<file path="src/rtl/div_unit.sv">
// Multi-cycle radix-2 restoring divider for DIV/DIVU.
// Operands are reduced to magnitudes at acceptance. WIDTH restoring steps
// follow, then one cycle re-applies the signs. Division by zero
// short-circuits to quotient = all-ones and remainder = dividend.
module div_unit #(
  parameter int WIDTH = 32
) (
  input  logic             clk,
  input  logic             resetn,
  input  logic             start,
  input  logic             is_signed,
  input  logic [WIDTH-1:0] a,
  input  logic [WIDTH-1:0] b,
  input  logic             cancel,
  output logic             busy,
  output logic             done,
  output logic [WIDTH-1:0] quotient,
  output logic [WIDTH-1:0] remainder
);

  localparam int CW = $clog2(WIDTH + 1);

  localparam logic [1:0] IDLE = 2'd0;
  localparam logic [1:0] CALC = 2'd1;
  localparam logic [1:0] SIGN = 2'd2;
  localparam logic [1:0] DONE = 2'd3;

  logic [1:0]       state;
  logic [CW-1:0]    cnt;
  logic [WIDTH-1:0] dvsr;
  logic [WIDTH-1:0] rem;
  logic [WIDTH-1:0] quo;
  logic             neg_q;
  logic             neg_r;

  logic             accept;
  logic [WIDTH-1:0] mag_a;
  logic [WIDTH-1:0] mag_b;
  logic [WIDTH:0]   rem_sh;
  logic [WIDTH:0]   diff;
  logic             ge;
  logic [WIDTH-1:0] rem_nx;
  logic [WIDTH-1:0] quo_nx;

  // Two's-complement negate when n is set; also used for magnitudes.
  // The most negative value maps onto itself, which is the correct
  // unsigned magnitude.
  function automatic logic [WIDTH-1:0] cond_neg(input logic [WIDTH-1:0] v,
                                                input logic n);
    return n ? ('0 - v) : v;
  endfunction

  assign accept = (state == IDLE) && start && !cancel;
  assign mag_a  = cond_neg(a, is_signed & a[WIDTH-1]);
  assign mag_b  = cond_neg(b, is_signed & b[WIDTH-1]);

  // One restoring step: shift {rem,quo} left, trial-subtract the divisor
  // on WIDTH+1 bits, and keep the difference when it does not underflow.
  // rem < dvsr always holds, so the kept difference fits in WIDTH bits.
  always_comb begin
    rem_sh = {rem, quo[WIDTH-1]};
    ge     = (rem_sh >= {1'b0, dvsr});
    diff   = rem_sh - {1'b0, dvsr};
    rem_nx = ge ? diff[WIDTH-1:0] : rem_sh[WIDTH-1:0];
    quo_nx = {quo[WIDTH-2:0], ge};
  end

  // Datapath working registers: loaded at acceptance, stepped in CALC.
  always_ff @(posedge clk) begin
    if (accept) begin
      dvsr  <= mag_b;
      quo   <= mag_a;
      rem   <= '0;
      neg_q <= is_signed & (a[WIDTH-1] ^ b[WIDTH-1]);
      neg_r <= is_signed & a[WIDTH-1];
    end else if (state == CALC) begin
      rem <= rem_nx;
      quo <= quo_nx;
    end
  end

  // Control FSM and registered results; cancel takes priority everywhere.
  always_ff @(posedge clk or negedge resetn) begin
    if (!resetn) begin
      state     <= IDLE;
      cnt       <= '0;
      busy      <= 1'b0;
      done      <= 1'b0;
      quotient  <= '0;
      remainder <= '0;
    end else begin
      case (state)
        IDLE: begin
          done <= 1'b0;
          if (accept) begin
            cnt <= '0;
            if (b == '0) begin
              quotient  <= '1;
              remainder <= a;
              done      <= 1'b1;
              state     <= DONE;
            end else begin
              busy  <= 1'b1;
              state <= CALC;
            end
          end
        end
        CALC: begin
          if (cancel) begin
            busy  <= 1'b0;
            state <= IDLE;
          end else begin
            cnt <= cnt + CW'(1);
            if (cnt == CW'(WIDTH - 1)) state <= SIGN;
          end
        end
        SIGN: begin
          busy <= 1'b0;
          if (cancel) begin
            state <= IDLE;
          end else begin
            quotient  <= cond_neg(quo, neg_q);
            remainder <= cond_neg(rem, neg_r);
            done      <= 1'b1;
            state     <= DONE;
          end
        end
        default: begin
          done  <= 1'b0;
          state <= IDLE;
        end
      endcase
    end
  end

endmodule

</file>
<file path="config.mk">
export PLATFORM = sky130hd
export DESIGN_NAME = div_unit
export DESIGN_NICKNAME = d
export VERILOG_FILES = /design/src/rtl/div_unit.sv
export SDC_FILE = /design/constraint.sdc
export NUM_CORES = 1
export LEC_CHECK = 0
export CORE_MARGIN = 2
export CORE_UTILIZATION = 60
export DETAILED_ROUTE_END_ITERATION = 8
export GPL_TIMING_DRIVEN = 0
export PLACE_DENSITY_LB_ADDON = 0.3
export SLEW_MARGIN = 20
export SYNTH_ARGS = -nofsm -noshare
export SYNTH_HDL_FRONTEND = slang
export SYNTH_SLANG_ARGS = --single-unit
export TNS_END_PERCENT = 30
</file>
<file path="constraint.sdc">
create_clock -name clk -period 9.4 [get_ports clk]
set_input_delay 1.88 -clock clk [delete_from_list [all_inputs] [get_ports clk]]
set_output_delay 1.88 -clock clk [all_outputs]
set_load 0.05 [all_outputs]
</file>
Yosys cells after proc, flatten, opt, wreduce, memory -nomap -nowiden
Index checks and enable logic that the tools add are counted.

$add $sub $neg: 6. $lt $le $gt $ge: 1. Eq/ne operators: 10. Multiplexer cells: 32. Bitwise operators: 5. Reduce and logical (&&, ||, !) cells: 14.

Operator list (count): $mux W32 (13); $pmux W32 S2 (2); $sub A1 B32 Y32 const A (4); $ge A33 B32 Y1 (1); $logic_not A32 Y1 (1); $sub A32 B32 Y32 (1); $mux W6 (2); $pmux W6 S2 (1); $mux W2 (5); $ne A2 B2 Y1 const B (5); $reduce_and A4 Y1 (2); $add A6 B1 Y6 const B (1); $eq A6 B5 Y1 const B (1); $mux W1 (6); $pmux W1 S3 (2); $pmux W2 S3 (1); $reduce_bool A2 Y1 (3); $reduce_and A2 Y1 (2); $and A1 B1 Y1 (3); $ne A3 B2 Y1 const B (1); $reduce_and A3 Y1 (1); $reduce_bool A3 Y1 (1); $eq A2 B1 Y1 const B (1); $eq A2 B2 Y1 const B (1); 6 further kinds (7).

Register bits after elaboration: 172. Input port bits: 69. Output and inout bits: 66. Word-level logic and storage cells: 79.

Longest topological paths before layout
Gate-level depths: netlist of the first run.

Word-level depth: 5. Mapped depth: 13. Gate-level depth less buffers: 11.

Worst setup path after synthesis of the first run
OpenSTA, ideal clock, no wires.

Kind: input to register. Start point: input start. End point: register quo[0] (enable). Setup time: 0.478 ns. Arrival: 3.622 ns. Required time: 8.922 ns. Slack: 5.300 ns. Cell stages on the path: 7. Path buffers: 4. Path through: nand2_1 -> or2_2 -> clkbuf_1 -> clkbuf_1 -> clkbuf_1 -> clkbuf_1 -> nand2_1.

Longest elaborated chain between the ends: 3.

Ends and longest elaborated chain: start, declared (RTL line 10) `input logic start,`; $logic_and A1 B1 Y1 (2 in series) (RTL line 53) `assign accept = (state == IDLE) && start && !cancel;`; $reduce_bool A2 Y1 (no line); end signal, assigned (RTL line 72) `quo <= mag_a;`; end signal, assigned (RTL line 78) `quo <= quo_nx;`; end, declared (RTL line 32) `logic [WIDTH-1:0] quo;`.

Every way passes these cells. A chain may end at the register's enable or synchronous reset.

Final worst setup path of the first run
Start point: input cancel. End point: register quo[11] (enable).

Longest elaborated chain between the ends: 3.

Ends and longest elaborated chain: start, declared (RTL line 14) `input logic cancel,`; $logic_not A1 Y1 (RTL line 53); $logic_and A1 B1 Y1 (RTL line 53); $reduce_bool A2 Y1 (no line).

Every way passes these cells.

==> results of run 1 <==
-- cell families (layout without fill, tap and decap cells) --
group | Yosys count | in the layout | share of synthesized area
compound gates | 378 | 378 | 0.2083
fa+ha+maj | 43 | 43 | 0.04651
mux | 39 | 39 | 0.03360
xor+xnor | 143 | 143 | 0.1068
flops | 172 | 172 | 0.3814
buf+inv | 135 | 303 | 0.04917
simple gates | 418 | 418 | 0.1742
-- path summary, 6_finish.rpt --
kind                                           start                   endpoint  slack, ps  depth (start not counted)
hold / removal             remainder[24]$_DFFE_PN0P_  remainder[24]$_DFFE_PN0P_        470                          2
setup / recovery                              cancel          quo[11]$_DFFE_PP_       4430                          7
min in group asynchronous                     resetn   quotient[26]$_DFFE_PN0P_       1330                          1
hold reg to reg            remainder[24]$_DFFE_PN0P_  remainder[24]$_DFFE_PN0P_        470                          2
max in group asynchronous                     resetn       state[0]$_DFFE_PN0P_       7490                          2
setup reg to reg                state[0]$_DFFE_PN0P_          quo[11]$_DFFE_PP_       5650                          9
-- worst register-to-register path, stage by stage (launching register included) --
cell      delay, ps
dfrtp_1         410
inv_1            80
ha_1            300
nand2_1         110
or2_2           100
clkbuf_1        250
clkbuf_1        420
clkbuf_1        670
clkbuf_1        440
nand2_2         540
-- synthesized netlist by cell type, types with 5 or more instances --
cell type  count  share of area
nand4_1        5         0.0027
o41ai_1       15          0.011
xnor2_1       74          0.055
mux2i_1       36          0.031
or4_1         12         0.0077
buf_6          6         0.0058
nand2b_1      15         0.0080
o31ai_1       21          0.013
nor2_1        98          0.031
xor2_1        69          0.052
a21o_1        23          0.015
ha_1          42          0.045
and3_1         9         0.0048
o32a_1         6         0.0051
dfrtp_1       74           0.16
clkbuf_1      48          0.015
edfxtp_1      66           0.17
or3_1         10         0.0053
buf_2          8         0.0034
o21ai_2       18          0.013
o22a_1         8         0.0060
inv_1         66          0.021
nor4_1         8         0.0043
nand2_1      159          0.051
o21ai_0      117          0.050
a31oi_1       33          0.018
nor3_1        21         0.0090
nor2b_1       13         0.0069
nand3_1       29          0.012
a21oi_1       73          0.031
or2_2          8         0.0043
o211ai_1      15         0.0096
o21a_1         8         0.0051
dfxtp_1       32          0.055
-- area by class of cell --
| cell class | count | area share |
|---|---|---|
| Tap cell | 265 | 0.02363 |
| Timing Repair Buffer | 136 | 0.09881 |
| Sequential cell | 172 | 0.3189 |
| Buffer | 69 | 0.02354 |
| Clock buffer | 18 | 0.03059 |
| Clock inverter | 14 | 0.01061 |
| Multi-Input combinational cell | 1021 | 0.4762 |
| Inverter | 66 | 0.01766 |
-- stage by stage --
step / utilization / worst slack (ps) / hold WS (ps)
finish: 0.7256 / 4425 / 468.6
global route: 0.7256 / 4252 / 497.5
CTS: 0.7256 / 4485 / 470.9
detailed placement: 0.6957 / 4080 / 454.8
global placement: 0.6932 / 3715 / 454.7
floorplan: - / 5300 / 497.2
-- sequential cells by signal, summed over array words and instances (netlist names), 2 cells and up --
name and cells:
rem 32, dvsr 32, state 2, quo 32, quotient 32, cnt 6, remainder 32
-- power groups by stage --
stage	clock [mW]	combinational, mW	sequential [mW]
after floorplan	0	1.55	1.83
after global placement	0	2.62	1.48
after detailed placement	0	2.68	1.49
after CTS	0.690	2.70	1.48
after global routing	0.719	2.96	1.52
final	0.691	2.72	1.49
-- layout by cell type (no fill, tap or decap), types with 9 or more instances in the layout --
cell,instances
nand2_1,158
nand3_1,29
o211ai_1,15
dfrtp_1,74
or3_1,10
nor2b_1,13
a21o_1,23
buf_2,9
o21ai_0,117
xnor2_1,74
clkdlybuf4s50_1,133
o31ai_1,21
clkbuf_1,49
o41ai_1,15
dfxtp_1,32
a21oi_1,73
clkbuf_16,17
mux2i_1,36
nand2b_1,15
o21ai_2,18
nor2_1,98
edfxtp_1,66
a31oi_1,33
or4_1,12
nor3_1,21
ha_1,42
and3_1,9
inv_1,66
xor2_1,69
-- layer usage --
metal,global-route usage,vias up,share of wire
met4,0.1976,0,0.061
met5,0,-,0
met3,0.04865,117,0.071
met2,0.5368,518,0.47
li1,-,5100,-
met1,0.3733,4911,0.40
==> metrics.txt, run 1 <==
outcome complete, no violations; Sw Pwr roughly 2.4 mW; layout net count 1,595; CTS tree yes; row count between 50 and 60; CP bufs+invs 5; PD cells approximately 350 nW/um2; Leak Pwr 5.698 nW; worst skew pair latency roughly 450 ps; Inserted Clock Buffers 17; clock power share 0.141; vias ~11,000; fillers 1,495; Die Footprint between 20,000 and 25,000 um2; I/O Buffers about 130; Peak Freq approximately 200 MHz; syn nets between 1,000 and 1,500; die span in y roughly 140 um; Yosys cell types 73; final setup TNS 0 ps; Avg Cell Area, Syn about 8.8 um2; post-cts sizing count 0; Max Root-Sink Buffers 2; Post-CTS Setup Repair Bufs 0; Layout Skew between 10 and 15 ps; Final HPWL DP 25,180 um; slowest cell delay on critical path roughly 670 ps; ys async rst share 0.4302; hold_buf cts 0; H-tree depth 4; Gate power share 0.555; first drt pass iteration count 7; Least-Margin Pin Slew 806.7 ps; Syn-to-layout area delta 19.61%; core area 19,330 um2; Final Instance Area approximately 14,000 um2; Routed WL 32,250 um; Routed Antenna Nets 0; peak supply drop approximately 0.18 mV; delay-heaviest family, CP buffers and inverters; dominant synthesized flop cell dfrtp_1; cell count after synthesis 1,328; routed length per instance 18.32 um; Slew HR 0.4622; clock-pin slew on the worst setup and hold paths around 70 ps; Worst Path Required ~9400 ps; Seq/Total Area, Yosys 0.3814; Tmin final a little under 5000 ps; Worst setup SP type primary input; clock root cell clkbuf_16; Post-synth EDFFs 66; Flop pwr share 0.304; ratio of final minimum period to clock period 0.5292; DRC Markers 0; Final Max Slew Viols 0; routability congestion estimate between 0.9 and 1; Ports roughly 140; Sw Share 0.4809; Multi-input gate area approximately 6700 um2; dpl cell area around 13,000 um2; first-pass GRT wire length between 50,000 and 60,000 um; Synth Cell Area 11,730 um2; Cell Chain, Critical Path clkdlybuf4s50_1, or2_2, clkbuf_1, clkbuf_1, clkbuf_1, clkbuf_1, nand2_2; Overall Power 4.905 mW; Reg area approximately 4500 um2; Crit path arrival time roughly 5000 ps; # placed instances roughly 1,700; CP endpoint kind flip-flop; largest net degree at the start of global routing 50; DIE WIDTH approximately 140 um; Max FO, Critical Path 32; share of post-route cells with drive strength above 1 0.06618; warnings from Yosys 0; Crit Path Class primary input to flip-flop; Initial Utilization 0.6067; RSZ-0062 raised after global routing false; routed vias/inst roughly 6.0; CTS Sinks ~170; post-synthesis register bit count about 170; initial drt markers around 760; vias in the first global route 10,160; critical path's slowest cell clkbuf_1; GRT overflow 0; worst min path class flip-flop to flip-flop; gr usage total 0.3154; # diodes 0; final hold vios 0; CP most frequent cell clkbuf_1; initial antenna violation count 0; MaxCap Viol Count 0; Final Non-Filler Cells 1,761; Pint approximately 2.5 mW; Final Setup Violations 0
No activity file was read; power rests on OpenSTA's default activity.
==> run 2: changes to the inputs <==
--- a/config.mk
+++ b/config.mk
@@ -6,7 +6,7 @@
 export NUM_CORES = 1
 export LEC_CHECK = 0
 export CORE_MARGIN = 2
-export CORE_UTILIZATION = 60
+export CORE_UTILIZATION = 58
 export DETAILED_ROUTE_END_ITERATION = 8
 export GPL_TIMING_DRIVEN = 0
 export PLACE_DENSITY_LB_ADDON = 0.3
==> constraint.sdc (replaced) <==
create_clock -name clk -period 5.2 [get_ports clk]
set_input_delay 1.04 -clock clk [delete_from_list [all_inputs] [get_ports clk]]
set_output_delay 1.04 -clock clk [all_outputs]
set_load 0.05 [all_outputs]
==> run 2 against run 1 <==
Sequential power rose by 81%. Design area barely moved. Via count barely moved. Die area rose by 3.4%. Critical path depth did not move. Highest routed layer unchanged. Largest power group unchanged. Sequential cell count did not move. Hold slack improved by 11 ps. First-iteration DRC count rose by 24%. Total power rose by 81%. Clock-buffer cell count did not move. Combinational power rose by 82%. Critical path type unchanged.
==> metrics.txt, run 2 (synthesis results as in run 1) <==
largest net degree at the start of global routing 44 (-12%); Final HPWL DP 25,590 um (+1.6%); Worst Path Required 5220 ps (-4200 ps); CP endpoint kind flip-flop; # diodes 0 (unchanged); Inserted Clock Buffers 17 (unchanged); share of post-route cells with drive strength above 1 0.06684 (+0.0006684); routability congestion estimate 0.9633 (+2.3%); # placed instances 1,734 (+0.29%); hold_buf cts 0 (unchanged); Routed WL 32,450 um (+0.61%); routed vias/inst 6.023 (-0.37%); Final Setup Violations 0 (unchanged); GRT overflow 0 (unchanged); DIE WIDTH 146.2 um (+1.7%); RSZ-0062 raised after global routing false; hold_ws 479.2 ps (+10.57 ps); Worst setup SP type primary input; layout net count 1,595 (unchanged); clock root cell clkbuf_16; Layout Skew 10.07 ps (-1.785 ps); outcome complete, no violations; Peak Freq about 250 MHz; leading cell type in the layout, fill and taps excluded nand2_1; Max Root-Sink Buffers 2 (unchanged); Post-CTS Setup Repair Bufs 0 (unchanged); worst min path class flip-flop to flip-flop; MaxCap Viol Count 0 (unchanged); CTS Sinks 172 (unchanged); routed length per instance 18.37 um (+0.33%); final setup TNS 0 ps (unchanged); Final Instance Area 14,030 um2 (about the same); core area 20,040 um2 (+3.6%); Ports 135 (unchanged); worst skew pair latency 450 ps (about the same); fillers 1,632 (+9.2%); DRC Markers 0 (unchanged); Final Max Slew Viols 0 (unchanged); PD cells 633.9 nW/um2 (+81%); Crit Path Class primary input to flip-flop; Final Non-Filler Cells 1,766 (+0.28%); first drt pass iteration count 5 (-2); H-tree depth 4 (unchanged); Max FO, Critical Path 32 (unchanged); Leak Pwr 5.699 nW (about the same); Least-Margin Pin Slew 757.2 ps (-49.51 ps); Syn-to-layout area delta 19.62% (about the same); row count 52 (+2.0%); die span in y 146.2 um (+1.7%); Initial Utilization 0.5854 (-0.02133); commonest non-fill, non-tap cells in the layout 158 x nand2_1, 133 x clkdlybuf4s50_1, 117 x o21ai_0; Overall Power 8.894 mW (+81%); CTS tree yes; dpl cell area 13,450 um2 (about the same); clock-pin slew on the worst setup and hold paths 70 ps (about the same); Crit path arrival time 4050 ps (-950 ps); Routed Antenna Nets 0 (unchanged); Tmin final about 4000 ps; I/O Buffers 134 (unchanged); peak supply drop 0.2826 mV (+56%); gr usage total 0.3025 (-0.01291); vias 10,640 (-0.085%); ratio of final minimum period to clock period 0.7739; initial antenna violation count 0 (unchanged); post-cts sizing count 0 (unchanged); initial drt markers 940 (+24%); first-pass GRT wire length 51,250 um (+1.2%); final hold vios 0 (unchanged); Die Footprint 21,380 um2 (+3.4%); Slew HR 0.4952 (+0.03300); vias in the first global route 10,190 (+0.34%)
## run 2: final cells by class
class | instances | area [um2] | share of cell area
multi-input combinational | 1021 | 6681 | 0.4762
sequential | 172 | 4474 | 0.3189
timing repair buffer | 136 | 1379 | 0.09827
clock buffer | 18 | 439.2 | 0.03130
tap | 270 | 337.8 | 0.02408
buffer | 69 | 330.3 | 0.02354
inverter | 66 | 247.7 | 0.01766
clock inverter | 14 | 141.4 | 0.01008
## run 2: report_power, final
| part | switching, mW | internal (mW) | leakage, nW |
|---|---|---|---|
| registers | 0.624 | 2.07 | 1.76 |
| clock network | 0.602 | 0.653 | 0.285 |
| logic | 3.05 | 1.90 | 3.66 |
## run 2: metal layers
metal | wire length, um | up-vias | GRT usage
li1 | - | 5084 | -
met3 | 2211 | 134 | 0.04406
met5 | 0 | - | 0
met1 | 12540 | 4920 | 0.3623
met4 | 1902 | 0 | 0.1806
met2 | 15800 | 499 | 0.5184
## run 2: metrics by stage
stage               worst slack [ps]    util
floorplan                       1940       -
global placement               352.2  0.6691
detailed placement             763.8  0.6712
CTS                             1202  0.7002
global route                   965.2  0.7002
finish                          1176  0.7002
## run 2: final timing paths
kind | from | to | slack, ps | cells past startpoint
worst min-delay path | remainder[31]$_DFFE_PN0P_ | remainder[31]$_DFFE_PN0P_ | 480 | 2
worst max-delay path | cancel | quo[9]$_DFFE_PP_ | 1180 | 7
worst max register to register | state[1]$_DFFE_PN0P_ | quo[9]$_DFFE_PP_ | 1530 | 9
min in group asynchronous | resetn | quotient[26]$_DFFE_PN0P_ | 530 | 1
max in group asynchronous | resetn | done$_DFFE_PN0P_ | 4090 | 2
worst min register to register | remainder[31]$_DFFE_PN0P_ | remainder[31]$_DFFE_PN0P_ | 480 | 2
## run 2: critical path, cell delays in order
cell	delay (ps)
clkdlybuf4s50_1	620
or2_2	160
clkbuf_1	220
clkbuf_1	410
clkbuf_1	600
clkbuf_1	430
nand2_2	540
